==> src/rtl/dso_cmd_pkg.sv <==
// Shared definitions for the DSO_dig host command protocol: opcodes, acknowledge
// codes, the assembled command layout and the RX/TX endpoint state encodings.
package dso_cmd_pkg;

    localparam logic [7:0] DUMP_CH    = 8'h01;
    localparam logic [7:0] CFG_GAIN   = 8'h02;
    localparam logic [7:0] TRIG_LVL   = 8'h03;
    localparam logic [7:0] TRIG_POS   = 8'h04;
    localparam logic [7:0] SET_DEC    = 8'h05;
    localparam logic [7:0] TRIG_CFG   = 8'h06;
    localparam logic [7:0] CAL_OFFSET = 8'h07;
    localparam logic [7:0] EEP_WR     = 8'h08;
    localparam logic [7:0] EEP_RD     = 8'h09;

    localparam logic [7:0] POS_ACK = 8'hA5;
    localparam logic [7:0] NEG_ACK = 8'hEE;

    localparam int TMO_W = 16;

    typedef struct packed {
        logic [7:0] opcode;
        logic [7:0] arg1;
        logic [7:0] arg2;
    } cmd_t;

    typedef enum logic [1:0] {
        RX_IDLE,
        RX_CAPTURE,
        RX_SKIP
    } rx_state_t;

    typedef enum logic [1:0] {
        TX_IDLE,
        TX_LOAD,
        TX_WAIT_LO,
        TX_WAIT_HI
    } tx_state_t;

endpackage

==> src/rtl/uart_resp_tx.sv <==
// Response serialiser: latches one response byte, kicks the transceiver and
// reports completion once tx_done has been seen low and then high again.
module uart_resp_tx
    import dso_cmd_pkg::*;
(
    input  logic       clk,
    input  logic       rst_n,
    input  logic [7:0] resp_data,
    input  logic       send_resp,
    input  logic       uart_tx_done,
    output logic       uart_trmt,
    output logic [7:0] uart_tx_data,
    output logic       resp_busy,
    output logic       resp_sent
);

    tx_state_t state, state_next;
    logic      load, trmt_next, sent_next;

    always_comb begin
        state_next = state;
        load       = 1'b0;
        trmt_next  = 1'b0;
        sent_next  = 1'b0;
        case (state)
            TX_IDLE: begin
                if (send_resp) begin
                    load       = 1'b1;
                    state_next = TX_LOAD;
                end
            end
            TX_LOAD: begin
                trmt_next  = 1'b1;
                state_next = TX_WAIT_LO;
            end
            // A done level left over from the previous byte must not end this one.
            TX_WAIT_LO: if (!uart_tx_done) state_next = TX_WAIT_HI;
            TX_WAIT_HI: begin
                if (uart_tx_done) begin
                    sent_next  = 1'b1;
                    state_next = TX_IDLE;
                end
            end
            default: state_next = TX_IDLE;
        endcase
    end

    always_ff @(posedge clk or negedge rst_n) begin
        if (!rst_n) begin
            state        <= TX_IDLE;
            uart_trmt    <= 1'b0;
            uart_tx_data <= '0;
            resp_busy    <= 1'b0;
            resp_sent    <= 1'b0;
        end else begin
            state     <= state_next;
            uart_trmt <= trmt_next;
            resp_sent <= sent_next;
            resp_busy <= load | (resp_busy & ~sent_next);
            if (load) uart_tx_data <= resp_data;
        end
    end

endmodule

==> src/rtl/uart_cmd_port.sv <==
// Host UART command endpoint: assembles 3-byte commands into one 24-bit word with
// an inter-byte timeout, and returns 1-byte responses through uart_resp_tx.
module uart_cmd_port
    import dso_cmd_pkg::*;
#(
    parameter int unsigned TIMEOUT_CYCLES = 65535
) (
    input  logic        clk,
    input  logic        rst_n,
    input  logic        uart_rdy,
    input  logic [7:0]  uart_rx_data,
    output logic        uart_clr_rdy,
    output logic        uart_trmt,
    output logic [7:0]  uart_tx_data,
    input  logic        uart_tx_done,
    output logic [23:0] cmd,
    output logic        cmd_rdy,
    input  logic        clr_cmd_rdy,
    input  logic [7:0]  resp_data,
    input  logic        send_resp,
    output logic        resp_busy,
    output logic        resp_sent,
    output logic        timeout_err
);

    localparam logic [TMO_W-1:0] TMO_LIMIT = TMO_W'(TIMEOUT_CYCLES);

    rx_state_t        rx_state, rx_next;
    cmd_t             cmd_q;
    logic [1:0]       byte_cnt;
    logic [TMO_W-1:0] tmo_cnt;
    logic             capture, tmo_run, tmo_hit;

    // NOTE: every always_comb output gets a default first so no path leaves it unassigned (no latch).
    always_comb begin
        rx_next = rx_state;
        capture = 1'b0;
        case (rx_state)
            RX_IDLE: begin
                if (uart_rdy && !cmd_rdy) begin
                    capture = 1'b1;
                    rx_next = (byte_cnt == 2'd2) ? RX_CAPTURE : RX_SKIP;
                end
            end
            RX_CAPTURE: rx_next = RX_IDLE;
            RX_SKIP:    rx_next = RX_IDLE;
            default:    rx_next = RX_IDLE;
        endcase
    end

    assign tmo_run = (byte_cnt == 2'd1) || (byte_cnt == 2'd2);
    assign tmo_hit = tmo_run && (tmo_cnt == TMO_LIMIT);

    always_ff @(posedge clk or negedge rst_n) begin
        if (!rst_n) rx_state <= RX_IDLE;
        else        rx_state <= rx_next;
    end

    // NOTE: sequential state uses non-blocking assignments so every register sees pre-edge values.
    always_ff @(posedge clk or negedge rst_n) begin
        if (!rst_n) begin
            cmd_q        <= '0;
            byte_cnt     <= '0;
            tmo_cnt      <= '0;
            cmd_rdy      <= 1'b0;
            uart_clr_rdy <= 1'b0;
            timeout_err  <= 1'b0;
        end else begin
            uart_clr_rdy <= capture;
            timeout_err  <= 1'b0;
            if (capture) begin
                cmd_q    <= '{opcode: cmd_q.arg1, arg1: cmd_q.arg2, arg2: uart_rx_data};
                byte_cnt <= byte_cnt + 2'd1;
                tmo_cnt  <= '0;
            end else if (tmo_hit) begin
                byte_cnt    <= '0;
                tmo_cnt     <= '0;
                timeout_err <= 1'b1;
            end else if (tmo_run) begin
                tmo_cnt <= tmo_cnt + {{(TMO_W-1){1'b0}}, 1'b1};
            end
            // The cycle after the third capture publishes the word and rearms the count.
            if (rx_state == RX_CAPTURE) begin
                cmd_rdy  <= 1'b1;
                byte_cnt <= '0;
            end else if (clr_cmd_rdy) begin
                cmd_rdy <= 1'b0;
            end
        end
    end

    assign cmd = cmd_q;

    uart_resp_tx u_resp_tx (
        .clk          (clk),
        .rst_n        (rst_n),
        .resp_data    (resp_data),
        .send_resp    (send_resp),
        .uart_tx_done (uart_tx_done),
        .uart_trmt    (uart_trmt),
        .uart_tx_data (uart_tx_data),
        .resp_busy    (resp_busy),
        .resp_sent    (resp_sent)
    );

endmodule
==> config.mk <==
export PLATFORM = sky130hd
export DESIGN_NAME = uart_cmd_port
export DESIGN_NICKNAME = d
export VERILOG_FILES = /design/src/rtl/dso_cmd_pkg.sv /design/src/rtl/uart_resp_tx.sv /design/src/rtl/uart_cmd_port.sv
export SDC_FILE = /design/constraint.sdc
export NUM_CORES = 1
export LEC_CHECK = 0
export CAP_MARGIN = 20
export CORE_MARGIN = 10
export CORE_UTILIZATION = 48
export DETAILED_ROUTE_END_ITERATION = 8
export GPL_TIMING_DRIVEN = 0
export HOLD_SLACK_MARGIN = 0.06
export PLACE_DENSITY = 0.81
export SLEW_MARGIN = 20
export SYNTH_ARGS = -nofsm -noshare
export SYNTH_HDL_FRONTEND = slang
export SYNTH_HIERARCHICAL = 1
export SYNTH_SLANG_ARGS = --single-unit
==> constraint.sdc <==
create_clock -name clk -period 4.18 [get_ports clk]
set_clock_uncertainty 0.15 [all_clocks]
set_input_delay 1.045 -clock clk [delete_from_list [all_inputs] [get_ports clk]]
set_output_delay 1.045 -clock clk [all_outputs]
set_load 0.02 [all_outputs]
Word level (Yosys, flattened, before mapping)
Cells that the tools add are included.
Word-level totals
  output and inout port bits: 38
  logic and storage cells: 64
  input port bits: 22
  flip-flop bits (word level): 60
Cells by class
  multiplexer cells: 24
  reductions and logical operators: 10
  bitwise logic cells: 3
  add/subtract/negate cells: 2
  eq/ne operators: 11
Operators with widths (count)
  $mux 16: 3
  $mux 2: 9
  $add 16x1->16 const B: 1
  $eq 16x16->1 const B: 1
  $mux 1: 11
  $ne 2x2->1 const B: 4
  $pmux 2 s4: 1
  $eq 2x1->1 const B: 3
  $eq 2x2->1 const B: 3
  $reduce_bool 3->1: 2
  $logic_not 2->1: 2
  $reduce_and 3->1: 1
  $add 2x1->2 const B: 1
  $logic_and 1x1->1: 2
  $reduce_bool 2->1: 1
  $and 1x1->1: 1
  $logic_not 1->1: 1
  $logic_or 1x1->1: 1
  $not 1->1: 1
  $or 1x1->1: 1

Longest topological paths before layout
  depth after elaboration: 6
  mapped depth: 7
  depth with buffers taken out: 5

Hierarchy
The synthesis kept the hierarchy.
Modules (own cells, without submodules)
  uart_cmd_port: instances 1, cells an instance 220, area each 2097.0 um^2, seq. area each 1176.1 um^2
  uart_resp_tx: instances 1, cells an instance 36, area each 540.5 um^2, seq. area each 325.3 um^2

Worst setup path before layout
Ideal clock, no wire load.
  path type: in2reg
  from: input uart_rdy
  to: register tmo_cnt[11]
  required time: 3.956 ns
  arrival: 2.418 ns
  slack: 1.539 ns
  stages on the path: 5
  library setup time: 0.074 ns
  path buffers: 1
  cell sequence: or4b_1 and2_1 buf_12 or4_4 a21oi_2
Between the ends
  word-level cells in the longest chain between the ends: 4
  elaborated cells between the ends (all ways): 5
  those cells by class: mux: 3; reduce/logical: 2
RTL lines
  from (decl): line uart_cmd_port.sv:10  | input logic uart_rdy,
  $logic_and 1x1->1 *: line uart_cmd_port.sv:40  | if (uart_rdy && !cmd_rdy) begin
  $mux 1 *: line uart_cmd_port.sv:40
  $mux 1 *: line uart_cmd_port.sv:38  | case (rx_state)
  $reduce_bool 3->1 (no line) / $mux 16 (equally long branches)
  to (signal assigned): line uart_cmd_port.sv:80  | tmo_cnt <= tmo_cnt + {{(TMO_W-1){1'b0}}, 1'b1};
  to (decl): line uart_cmd_port.sv:31  | logic [TMO_W-1:0] tmo_cnt;
Every way passes the cells marked *; elsewhere a longest branch is shown, timed or not.
A chain may end at the register's enable or synchronous reset.

Worst setup path after layout
  from: input uart_rdy
  to: register cmd_q (netlist bit cmd[5])
Between the ends
  word-level cells in the longest chain between the ends: 3
RTL lines
  $logic_and 1x1->1: line uart_cmd_port.sv:40
  $mux 1: line uart_cmd_port.sv:40
  $mux 1: line uart_cmd_port.sv:38
  to (signal assigned): line uart_cmd_port.sv:72  | cmd_q <= '{opcode: cmd_q.arg1, arg1: cmd_q.arg2, arg2: uart_rx_data};
  to (decl): line uart_cmd_port.sv:29  | cmd_t cmd_q;
Every way passes these cells.

==> impl_results.md <==
- Starting Density: 50.7%
- Vias in the first global route: 2116
- Post_cts resized: 0
- PortBufs: 59
- Ys async rst share: 100%
- Initial antenna violation count: 0
- Proportion of layout cells with a drive suffix above 1: between 10% and 20%
- DIE WIDTH: between 90 and 100 um
- # IOs: 60
- DRC: 0
- Leakage: 1.60 nW
- Final Hold Viols: 0
- CP peak stage delay: 0.45 ns
- Largest delay share family, worst path: buffers and inverters
- Relative slew slack: 65.4%
- Part of the cycle the worst path needs: just under 70%
- Max Freq: about 350 MHz
- Synth area leaders: dfrtp_1, nand2_1, mux2_2, ha_1, xnor2_1
- Critical path class: in -> reg
- Flops & latches, synth: 60
- CTS sink count: 60
- Reg2reg setup slack: 1.97 ns
- Gpl congestion: 0.831
- Die height: 94.1 um
- Status: completed
- Setup WS post-layout: 1.33 ns
- Post-synthesis cell count: 256
- Maxcap violations: 0
- Synthesized Nets: 284
- Pwr Density: 748 nW/um^2
- Final Setup Violations: 0
- Sequential area share after synthesis: around 57%
- Setup TNS: 0 ns
- Avg Inst Size Synth: approximately 10 um^2
- Post-Synthesis Cell Area: 2640 um^2
- Slowest CP cell: clkdlybuf4s50_1
- Detail Route Antenna Nets: 0
- Top FF cell, synth: dfrtp_1
- Row count: 26
- DR WL/cell: 15.1 um
- Routed wire length: 6.05 mm
- Via Count: 2085
- Post-CTS Hold Buffers: 0
- Most frequent cells in the layout: nand2_1, dfrtp_1, clkdlybuf4s50_1
- Die ar.: just under 9000 um^2
- Grt met3 use: 6.87%
- Core Footprint: 5200 um^2
- Crit path cell chain: clkdlybuf4s50_1, or4b_1, buf_2, buf_1, clkbuf_1, nand2_1, nand2_1
- Hold path start: cmd[19]
- Detailed Place HPWL: 4.46 mm
- Worst Hold Class: reg -> reg
- Netlist cell types: 44
- Worst slew pin tran: roughly 0.52 ns
- Most used cell along the critical path: nand2_1
- Crit end category: register
- Final Util: 67.9%
- Pwr Total: 2.64 mW
- # Post-CTS Setup Buffers: 0
- FF/Latch Area: 1500 um^2
- Clock insertion delay at the later pin of the skew report: 0.34 ns
- Total CTS buffers: 9
- Area occupied by multi-input gates: 1040 um^2
- Final min period: 2.85 ns
- Critical Path AT: 2.93 ns
- Reg2reg start: byte_cnt[0]
- Largest net degree at the start of global routing: 41
- Area Growth Syn to Fin: 34.0%
- Grt total ovfl: 0
- Cell taking the most area after synthesis: dfrtp_1
- Drt pass-1 iters: 4
- Yosys warns: 6
- WHS Path Cells: 2
- CTS max path bufs: 2
- Worst Hold End: cmd[19]
- Initial DRC Count: 104
- Final Max Slew Viols: 0
- GRT Total Usage: roughly 14%
- Reg clk slew, reported paths: 0.07 ns
- Pre-CTS setup slack: 0.991 ns
- First-pass GRT wire length: between 10 and 15 mm
- Worst-path maximum fanout: 10
- R2R cell count: 7
- RSZ-0062 raised after global routing: no
- CTS tree: done
- Htree depth: 3
- Ant diodes: 0
- Critical path required time: 4.26 ns
- R2r endpoint: tmo_cnt[7]
- Final nets: 355
- Fill cell count: around 400
- Yosys top cell area share: 56.9%
- Vias per cell: slightly above 5
- Clock root buffer: clkbuf_8
- Met1 usage: 16.3%
- Met2 Use GR: between 20% and 30%
- Most used routing layer: met2
- CP Launch Type: input port
- Maximum vdd drop: around 460 uV
- Crit path buf inv count: 4
- EDFF count, synth: 0
- Most common cell after layout, fill and taps aside: nand2_1
## worst max path at each step
| stage | startpoint | end | slack (ns) | cells after the start |
|---|---|---|---|---|
| finish | uart_rdy | cmd[5] | 1.33 | 7 |
| global route | uart_rdy | cmd[5] | 1.23 | 7 |
| CTS | uart_rdy | cmd[23] | 1.33 | 7 |
| detailed placement | uart_rdy | cmd[23] | 0.99 | 7 |
| global placement | rst_n | tmo_cnt[11] | 0.05 | 1 |
| floorplan | uart_rdy | tmo_cnt[11] | 1.54 | 5 |
## worst min-delay path: cells and delay by family, from the launching register on
| family | cells | cell delay (ns) |
|---|---|---|
| flops | 1 | 0.34 |
| simple gates | 2 | 0.10 |
## sequential cells by signal, indices dropped and copies added, names as in the netlist
name / flops
u_resp_tx/uart_tx_data: 8
u_resp_tx/state: 2
u_resp_tx/resp_busy: 1
cmd: 24
uart_clr_rdy: 1
rx_state: 2
u_resp_tx/resp_sent: 1
tmo_cnt: 16
u_resp_tx/uart_trmt: 1
timeout_err: 1
cmd_rdy: 1
byte_cnt: 2
## cells by family (layout without fill, tap and decap cells)
family          count (synthesis)  count (layout)  synth area share, %
mux                            10              10                 4.22
xor+xnor                        8               8                 2.66
fa+ha+maj                       6               6                 2.85
flops                          60              60                 56.9
compound gates                 26              26                 7.73
simple gates                  124             124                 21.8
buf+inv                        22              97                 3.79
## per-stage QoR
stage               hold slack [ns]  instances  cell area [um^2]
finish                        0.323        401              3530
global route                  0.344        401              3530
CTS                           0.329        401              3530
detailed placement            0.312        386              3330
global placement              0.308        385              3320
floorplan                     0.315        256              2640
## synth_stat cells, drive strengths merged (5+ instances only)
master,instances
o21ai,5
nor2,10
ha,6
nand3,6
nand2,82
inv,11
xnor2,8
dfrtp,60
buf,7
mux2,9
or4,5
## final cells by class
| class | count | area share (%) |
|---|---|---|
| flip-flops and latches | 60 | 42.5 |
| plain buffers | 11 | 1.66 |
| inverters | 11 | 1.17 |
| clock buffers | 11 | 4.28 |
| clock inverters | 4 | 1.38 |
| multi-input cells | 174 | 29.3 |
| well taps | 70 | 2.48 |
| repair buffers | 60 | 17.2 |
## report_power, final
group / switching [mW] / internal [mW]
combinational: 0.675 / 0.524
clock: 0.220 / 0.303
sequential: 0.133 / 0.787
total: 1.03 / 1.61
## layer usage
| layer | wire, um | share of wire (%) |
|---|---|---|
| met4 | 87 | 1.4 |
| met2 | 2850 | 47 |
| met3 | 610 | 10 |
| met1 | 2490 | 41 |
| met5 | 0 | 0 |
Note: power is estimated with default switching activity, not from simulation.
